## src/rtl/tetris_pkg.sv

```systemverilog
// Shared definitions for the Tetris input front end: piece codes, LFSR/rotation
// widths, button indices and the LFSR/piece helper functions.
package tetris_pkg;

    localparam int LFSR_W  = 8;
    localparam int ROT_W   = 2;
    localparam int PIECE_W = 3;
    localparam int NUM_BTN = 4;

    localparam logic [LFSR_W-1:0] LFSR_SEED_DEFAULT = 8'hE1;

    // Bit positions of the buttons in the packed button/pulse vectors.
    localparam int BTN_DOWN   = 3;
    localparam int BTN_RIGHT  = 2;
    localparam int BTN_LEFT   = 1;
    localparam int BTN_ROTATE = 0;

    typedef enum logic [PIECE_W-1:0] {
        PIECE_I = 3'd0,
        PIECE_O = 3'd1,
        PIECE_T = 3'd2,
        PIECE_Z = 3'd3,
        PIECE_S = 3'd4,
        PIECE_L = 3'd5,
        PIECE_J = 3'd6
    } piece_t;

    // x^8 + x^6 + x^5 + x^4 + 1, Fibonacci form, shifting left.
    function automatic logic [LFSR_W-1:0] lfsr_step(input logic [LFSR_W-1:0] q);
        return {q[6:0], q[7] ^ q[5] ^ q[4] ^ q[3]};
    endfunction

    // Code 7 is not a piece; fold it onto O.
    function automatic piece_t piece_from_bits(input logic [PIECE_W-1:0] b);
        return (b == 3'b111) ? PIECE_O : piece_t'(b);
    endfunction

endpackage

```

## src/rtl/tetris_input_frontend_btn_debounce.sv

```systemverilog
// One push-button conditioner: two-flop synchroniser, debounce, press pulse and,
// when TETRIS_INPUT_AUTO_REPEAT_EN is defined, hold-to-repeat pulses.
module btn_debounce
    import tetris_pkg::*;
#(
    parameter int DEBOUNCE_CYCLES = 500000
`ifdef TETRIS_INPUT_AUTO_REPEAT_EN
    ,
    parameter bit REPEAT_EN     = 1'b1,
    parameter int REPEAT_DELAY  = 25000000,
    parameter int REPEAT_PERIOD = 5000000
`endif
) (
    input  logic clk,
    input  logic reset_n,
    input  logic btn,
    output logic pulse
);

    localparam int CW = (DEBOUNCE_CYCLES > 1) ? $clog2(DEBOUNCE_CYCLES) : 1;
    localparam logic [CW-1:0] CNT_LAST = CW'(DEBOUNCE_CYCLES - 1);

    logic          sync1;
    logic          sync2;
    logic [1:0]    flush;
    logic          stable;
    logic          stable_d;
    logic          blocked;
    logic [CW-1:0] cnt;
    logic          press;
    logic          fire;

    // A level that was stable-high when reset hit keeps the button blocked until
    // a debounced release is seen; flush waits for the synchroniser to refill.
    assign press = stable & ~stable_d & ~blocked;

    always_ff @(posedge clk) begin
        if (!reset_n) begin
            sync1    <= 1'b0;
            sync2    <= 1'b0;
            flush    <= 2'b00;
            stable   <= 1'b0;
            stable_d <= 1'b0;
            cnt      <= '0;
            blocked  <= blocked | stable;
        end else begin
            sync1    <= btn;
            sync2    <= sync1;
            flush    <= {flush[0], 1'b1};
            stable_d <= stable;
            if (sync2 == stable) begin
                cnt <= '0;
            end else if (cnt == CNT_LAST) begin
                stable <= sync2;
                cnt    <= '0;
            end else begin
                cnt <= cnt + 1'b1;
            end
            if (flush[1] && !stable && !sync2) begin
                blocked <= 1'b0;
            end
        end
    end

`ifdef TETRIS_INPUT_AUTO_REPEAT_EN
    localparam int RMAX = (REPEAT_DELAY > REPEAT_PERIOD) ? REPEAT_DELAY : REPEAT_PERIOD;
    localparam int RW   = (RMAX > 1) ? $clog2(RMAX) : 1;
    localparam logic [RW-1:0] DELAY_LAST  = RW'(REPEAT_DELAY - 1);
    localparam logic [RW-1:0] PERIOD_LAST = RW'(REPEAT_PERIOD - 1);

    logic [RW-1:0] rpt_cnt;
    logic          rpt_active;
    logic          rpt_first;
    logic          rpt_due;
    logic          rpt_fire;

    assign rpt_due  = (rpt_cnt == (rpt_first ? DELAY_LAST : PERIOD_LAST));
    assign rpt_fire = REPEAT_EN && rpt_active && stable && rpt_due;

    always_ff @(posedge clk) begin
        if (!reset_n || !REPEAT_EN || !stable) begin
            rpt_active <= 1'b0;
            rpt_first  <= 1'b0;
            rpt_cnt    <= '0;
        end else if (press) begin
            rpt_active <= 1'b1;
            rpt_first  <= 1'b1;
            rpt_cnt    <= '0;
        end else if (rpt_active) begin
            if (rpt_due) begin
                rpt_first <= 1'b0;
                rpt_cnt   <= '0;
            end else begin
                rpt_cnt <= rpt_cnt + 1'b1;
            end
        end
    end

    assign fire = press | rpt_fire;
`else
    assign fire = press;
`endif

    always_ff @(posedge clk) begin
        if (!reset_n) begin
            pulse <= 1'b0;
        end else begin
            pulse <= fire;
        end
    end

endmodule

```

## src/rtl/tetris_input_frontend.sv

```systemverilog
// Tetris input front end: four conditioned buttons plus a free-running 8-bit LFSR.
// Define TETRIS_INPUT_AUTO_REPEAT_EN to add hold-to-repeat on down/left/right.
module tetris_input_frontend
    import tetris_pkg::*;
#(
    parameter int                 DEBOUNCE_CYCLES = 500000,
    parameter logic [LFSR_W-1:0]  LFSR_SEED       = LFSR_SEED_DEFAULT
`ifdef TETRIS_INPUT_AUTO_REPEAT_EN
    ,
    parameter int                 REPEAT_DELAY    = 25000000,
    parameter int                 REPEAT_PERIOD   = 5000000
`endif
) (
    input  logic               clk,
    input  logic               reset_n,
    input  logic               down_btn,
    input  logic               right_btn,
    input  logic               left_btn,
    input  logic               rotate_btn,
    output logic               down_pulse,
    output logic               right_pulse,
    output logic               left_pulse,
    output logic               rotate_pulse,
    output logic               any_pulse,
    output logic [LFSR_W-1:0]  lfsr_out,
    output logic [PIECE_W-1:0] random_piece,
    output logic [ROT_W-1:0]   random_rotate
);

    logic [NUM_BTN-1:0] raw;
    logic [NUM_BTN-1:0] pulses;
    logic [LFSR_W-1:0]  lfsr;

    assign raw = {down_btn, right_btn, left_btn, rotate_btn};

    for (genvar i = 0; i < NUM_BTN; i++) begin : g_btn
        btn_debounce #(
            .DEBOUNCE_CYCLES (DEBOUNCE_CYCLES)
`ifdef TETRIS_INPUT_AUTO_REPEAT_EN
            ,
            .REPEAT_EN       (i != BTN_ROTATE),
            .REPEAT_DELAY    (REPEAT_DELAY),
            .REPEAT_PERIOD   (REPEAT_PERIOD)
`endif
        ) u_btn (
            .clk     (clk),
            .reset_n (reset_n),
            .btn     (raw[i]),
            .pulse   (pulses[i])
        );
    end

    assign down_pulse   = pulses[BTN_DOWN];
    assign right_pulse  = pulses[BTN_RIGHT];
    assign left_pulse   = pulses[BTN_LEFT];
    assign rotate_pulse = pulses[BTN_ROTATE];
    assign any_pulse    = |pulses;

    // The all-zero lock-up state is unreachable normally; recover from upsets.
    always_ff @(posedge clk) begin
        if (!reset_n) begin
            lfsr <= LFSR_SEED;
        end else if (lfsr == '0) begin
            lfsr <= LFSR_SEED;
        end else begin
            lfsr <= lfsr_step(lfsr);
        end
    end

    assign lfsr_out      = lfsr;
    assign random_piece  = piece_from_bits(lfsr[2:0]);
    assign random_rotate = lfsr[7:6];

endmodule

```

## config.mk

```make
export PLATFORM = sky130hd
export DESIGN_NAME = tetris_input_frontend
export DESIGN_NICKNAME = d
export VERILOG_FILES = /design/src/rtl/tetris_pkg.sv /design/src/rtl/tetris_input_frontend_btn_debounce.sv /design/src/rtl/tetris_input_frontend.sv
export SDC_FILE = /design/constraint.sdc
export NUM_CORES = 1
export LEC_CHECK = 0
export ABC_AREA = 1
export BUFFER_PORTS_ARGS = -buffer_cell sky130_fd_sc_hd__buf_2
export CAP_MARGIN = 40
export CORE_MARGIN = 3
export CORE_UTILIZATION = 30
export CTS_CLUSTER_DIAMETER = 150
export DETAILED_ROUTE_END_ITERATION = 10
export PLACE_DENSITY_LB_ADDON = 0.08
export SLEW_MARGIN = 20
export SYNTH_ARGS = -nofsm -noshare
export SYNTH_HDL_FRONTEND = slang
export SYNTH_SLANG_ARGS = --single-unit
```

## constraint.sdc

```tcl
create_clock -name clk -period 2 [get_ports clk]
set_clock_uncertainty 0.2 [all_clocks]
set_input_delay 0.6 -clock clk [delete_from_list [all_inputs] [get_ports clk]]
set_output_delay 0.6 -clock clk [all_outputs]
set_load 0.05 [all_outputs]
```

# Word-level counts from Yosys, hierarchy flattened
# Index checks and enable logic that the tools add are counted.
# totals
register_bits	116
in_bits	6
output_inout_bits	18
elab_cells	122
# op_classes
addsub	4
eq_ne	13
muxes	13
bitwise_logic	28
reduce_logical	27
# ops
cell	count
$add A19 B1 Y19 const B	4
$eq A19 B19 Y1 const B	4
$not A1 Y1	13
$mux W1	12
$reduce_or A3 Y1	4
$and A1 B1 Y1	8
$logic_and A1 B1 Y1	8
$logic_not A1 Y1	8
$logic_not A8 Y1	1
$ne A2 B1 Y1 const B	4
$reduce_and A2 Y1	4
$eq A1 B1 Y1	4
$or A1 B1 Y1	4
$reduce_or A4 Y1	1
$eq A3 B3 Y1 const B	1
$mux W3	1
$xor A1 B1 Y1	3
$reduce_or A2 Y1	1

# Longest topological paths before layout
# logic_depth
depth_word	5
ltp_mapped	9
ltp_nobuf	9

# By module
# A second synthesis with hierarchy kept.
# unflattened
hier_cells	889
area_unflattened_um2	5921.9
# modules_own_cells
module	instances	cells_each	area_per_inst_um2	seq_area_each_um2
btn_debounce	4	209	1388.8	550.5
tetris_input_frontend	1	53	366.6	160.2

# Worst setup path after synthesis
# No wires, ideal clock.
# synth_path
path_kind	register to output
from	reg lfsr[2], in the netlist lfsr_out[2]
to	out random_piece[2]
t_arrival_ps	1870
required_time_ps	1200
setup_slack_ps	-670
stages_incl_launch_ff	2
path_buffers	0
path_cell_list	dfxtp_1 -> a21boi_0
# synth_via
elab_chain_len	2
# synth_rtl
item	line_no	source
start: declaration	tetris_input_frontend.sv:32	logic [LFSR_W-1:0] lfsr;
start signal: assignment	tetris_input_frontend.sv:66	lfsr <= lfsr_step(lfsr);
$eq A3 B3 Y1	tetris_pkg.sv:35	return (b == 3'b111) ? PIECE_O : piece_t'(b);
$mux W3 *	tetris_pkg.sv:35	
end: declaration	tetris_input_frontend.sv:26	output logic [PIECE_W-1:0] random_piece,
# Mark *: on every way between the ends. The rest lies on a longest branch, timed or not.

# Worst setup path after layout
# layout_path
from	reg g_btn[1].u_btn.pulse
to	out any_pulse
# layout_via
elab_chain_len	1
# layout_rtl
item	line_no	source
start: declaration	tetris_input_frontend_btn_debounce.sv:17	output logic pulse
start signal: assignment	tetris_input_frontend_btn_debounce.sv:108	pulse <= fire;
$reduce_or A4 Y1	tetris_input_frontend.sv:57	assign any_pulse = |pulses;
end: declaration	tetris_input_frontend.sv:24	output logic any_pulse,
# No other way between the ends.

==> impl_metrics.py <==
metrics = {
    "outcome": {
        "status": "finished with violations",
        "violations": "setup timing",
    },
    "placement": {
        "hpwl_um": 8330,
        "placed_cells": 1028,
        "dpl_cell_area_sq_mm": 0.00569,
        "pre_cts_ws_ps": 164,
        "gp_congestion": 0.821,
        "port_buffers": 23,
    },
    "drt": {
        "via_count": 4567,
        "wl_um": 11100,
        "dr.pass1.iters": 5,
        "first_iter_violations": 275,
        "avgRoutedWirePerCell_um": 10.6,
        "drc": 0,
        "ant_nets": 0,
        "via_per_inst": 4.37,
    },
    "global_route": {
        "grt_pass1_vias": 4260,
        "grt_pass1_wl_um": 19000,
        "grtUsageTotal_pct": 11.7,
        "grt_start_max_net_pins": 23,
        "grt_overflow": 0,
        "antenna_found_initial": 0,
    },
    "synth": {
        "netlist_area_sq_mm": 0.00529,
        "yosysTopAreaCellShare_pct": 40.1,
        "synth_top_cell_by_area": "dfxtp_1",
        "synth_area_per_cell_sq_um": 6.72,
        "yosys-top-cells-count": "205 x nand2_1, 175 x nor2_1, 112 x inv_1",
        "synth_most_common_cell": "nand2_1",
        "syn_inst": 788,
        "synth_warnings": 0,
        "synthDistinctLibCells": 31,
        "synthesis.nets": 798,
        "synth_edf_count": 4,
        "synth_flop_cell": "dfxtp_1",
        "synth-seq-cells": 110,
        "ys_seq_area_share_pct": 42.4,
        "async_flop_share_pct": 0,
        "netlist_top_cells_area": "dfxtp_1 40%, nand2_1 15%, nor2_1 12%",
    },
    "clocking": {
        "clk_pin_slew_worst_paths_ps": 70,
        "clock_path_buffers": 2,
        "htreeDepth": 3,
        "clockRootBuffer": "clkbuf_16",
        "cts_setup_buffers": 0,
        "clk_latency_ps": 350,
        "clock_sinks": 110,
        "numCtsBuffers": 9,
        "cts_tree": "built",
        "hold_buffers": 0,
    },
    "power_and_ir_drop": {
        "power_frac_clock_pct": 41.7,
        "vdd_ir_drop_max_mv": 0.416,
        "p_switching_uw": 992,
        "powerDensity_mw_per_mm2": 695,
        "power.share.sequential_pct": 54.2,
        "swShare_pct": 23.9,
        "power_frac_comb_pct": 4.1,
        "leakage_nw": 2.21,
        "p_int_mw": 3.16,
        "finalPower_mw": 4.15,
    },
    "timing": {
        "slew_viol_final": 0,
        "fmax_ghz": 0.464,
        "rsz0062_at_grt": "yes",
        "worst_slew_pin_slew_ps": 423,
        "min_period_ps": 2160,
        "fin_hold_ws_ps": 208,
        "finalHoldViolCount": 0,
        "fin_ws_ps": -157,
        "period_share_pct": 108,
        "slew_headroom_pct": 71.7,
        "fin_setup_tns_ps": -157,
        "setup_violations": 1,
    },
    "die": {
        "die_h_um": 139,
        "initial_utilization_pct": 31.3,
        "rows": 47,
        "die_w_um": 139,
        "dieArea_sq_mm": 0.0193,
        "ios": 24,
        "coreArea_sq_mm": 0.0169,
    },
    "layout": {
        "fin_util_pct": 35.3,
        "antenna_cells": 0,
        "finalInstanceArea_sq_mm": 0.00597,
        "area_growth_pct": 12.8,
        "layout-drive-gt1-share_pct": 8.86,
        "fin_cells": 1044,
        "layout.nets": 829,
    },
    "setup_path": {
        "cp.required_ps": 1200,
        "ff2ff_path_depth": 7,
        "worstPathArrival_ps": 1360,
        "start_kind": "flop",
        "startpoint": "g_btn[1].u_btn.pulse",
        "path_class": "reg2out",
        "crit_end": "any_pulse",
        "r2r_slack_ps": 170,
        "reg2reg_to": "g_btn[3].u_btn.cnt[3]",
        "crit_path_end_kind": "primary output",
        "cp_max_fo": 2,
        "rr_startpoint": "g_btn[3].u_btn.cnt[0]",
    },
    "run": {
        "cap_violations": 0,
    },
    "hold_path": {
        "min_path_type": "reg2reg",
    },
}
[flip-flops by register name, indices dropped and copies added (netlist names)]
name,flops
g_btn.u_btn.cnt,76
g_btn.u_btn.stable,4
g_btn.u_btn.pulse,4
g_btn.u_btn.sync2,4
g_btn.u_btn.blocked,4
g_btn.u_btn.stable_d,4
g_btn.u_btn.flush,2
g_btn.u_btn.sync1,4
lfsr_out,8
[logic make-up (layout without fill, tap and decap cells)]
logic type	Yosys count	in the layout	synth area share [%]
buffers and inverters	123	159	9.36
XOR/XNOR	34	34	5.63
AND/OR/NAND/NOR	479	479	37.6
adder cells (fa/ha/maj)	4	4	0.945
flip-flops	110	110	42.4
AO/OA/AOI/OAI	38	38	4.16
[cell type report]
cell class	count	area (sq um)
multi-input cells	555	2570
fillers	1856	11000
flip-flops and latches	110	2240
well taps	220	275
inverters	114	428
repair buffers	29	184
clock inverters	5	32.5
clock buffers	11	243
[worst max-delay path, stage by stage (launching register included)]
cell     delay [ps]
dfxtp_1         310
or4_4           520
buf_6           170
[worst min-delay path by stage]
stage | start | to | depth (start not counted)
after CTS | g_btn[1].u_btn.stable_d | g_btn[1].u_btn.pulse | 1
final | g_btn[1].u_btn.stable_d | g_btn[1].u_btn.pulse | 1
after global routing | g_btn[1].u_btn.stable_d | g_btn[1].u_btn.pulse | 1
after detailed placement | g_btn[1].u_btn.stable_d | g_btn[1].u_btn.pulse | 1
after floorplan | g_btn[3].u_btn.stable_d | g_btn[3].u_btn.pulse | 1
after global placement | g_btn[2].u_btn.sync1 | g_btn[2].u_btn.sync2 | 2
[layout by cell type (no fill, tap or decap), types with 5 or more instances in the layout]
cell / instances
dfxtp_1: 105
nor2_2: 5
nor3_1: 12
nand2_2: 6
xnor2_1: 12
a21oi_1: 20
nand2_1: 205
inv_1: 112
nor2_1: 175
buf_4: 7
buf_2: 20
clkbuf_16: 9
o21ai_0: 7
nand3_1: 49
xor2_1: 22
nand4_1: 15
[per-layer routing]
layer	wire length, um	vias to the layer above	GRT usage (%)
li1	-	2473	-
met1	5750	2026	15.7
met2	4750	55	18.3
met3	356	13	2.48
met4	204	0	4.89
met5	0	-	0
[power groups by stage]
stage / Combinational [mW] / Clock [mW] / Sequential, mW
after floorplan: 0.0968 / 0 / 2.33
after global placement: 0.169 / 0 / 2.30
after detailed placement: 0.170 / 0 / 2.30
after CTS: 0.172 / 1.82 / 2.25
after global routing: 0.185 / 1.88 / 2.26
final: 0.169 / 1.73 / 2.25
[repair_timing]
item / 4_1_cts / 5_1_grt
endpoints found under the setup margin: 3 / 2
gates resized for setup: 4 / 1
pin swaps: 0 / 0
Note: power is estimated with default switching activity, not from simulation.
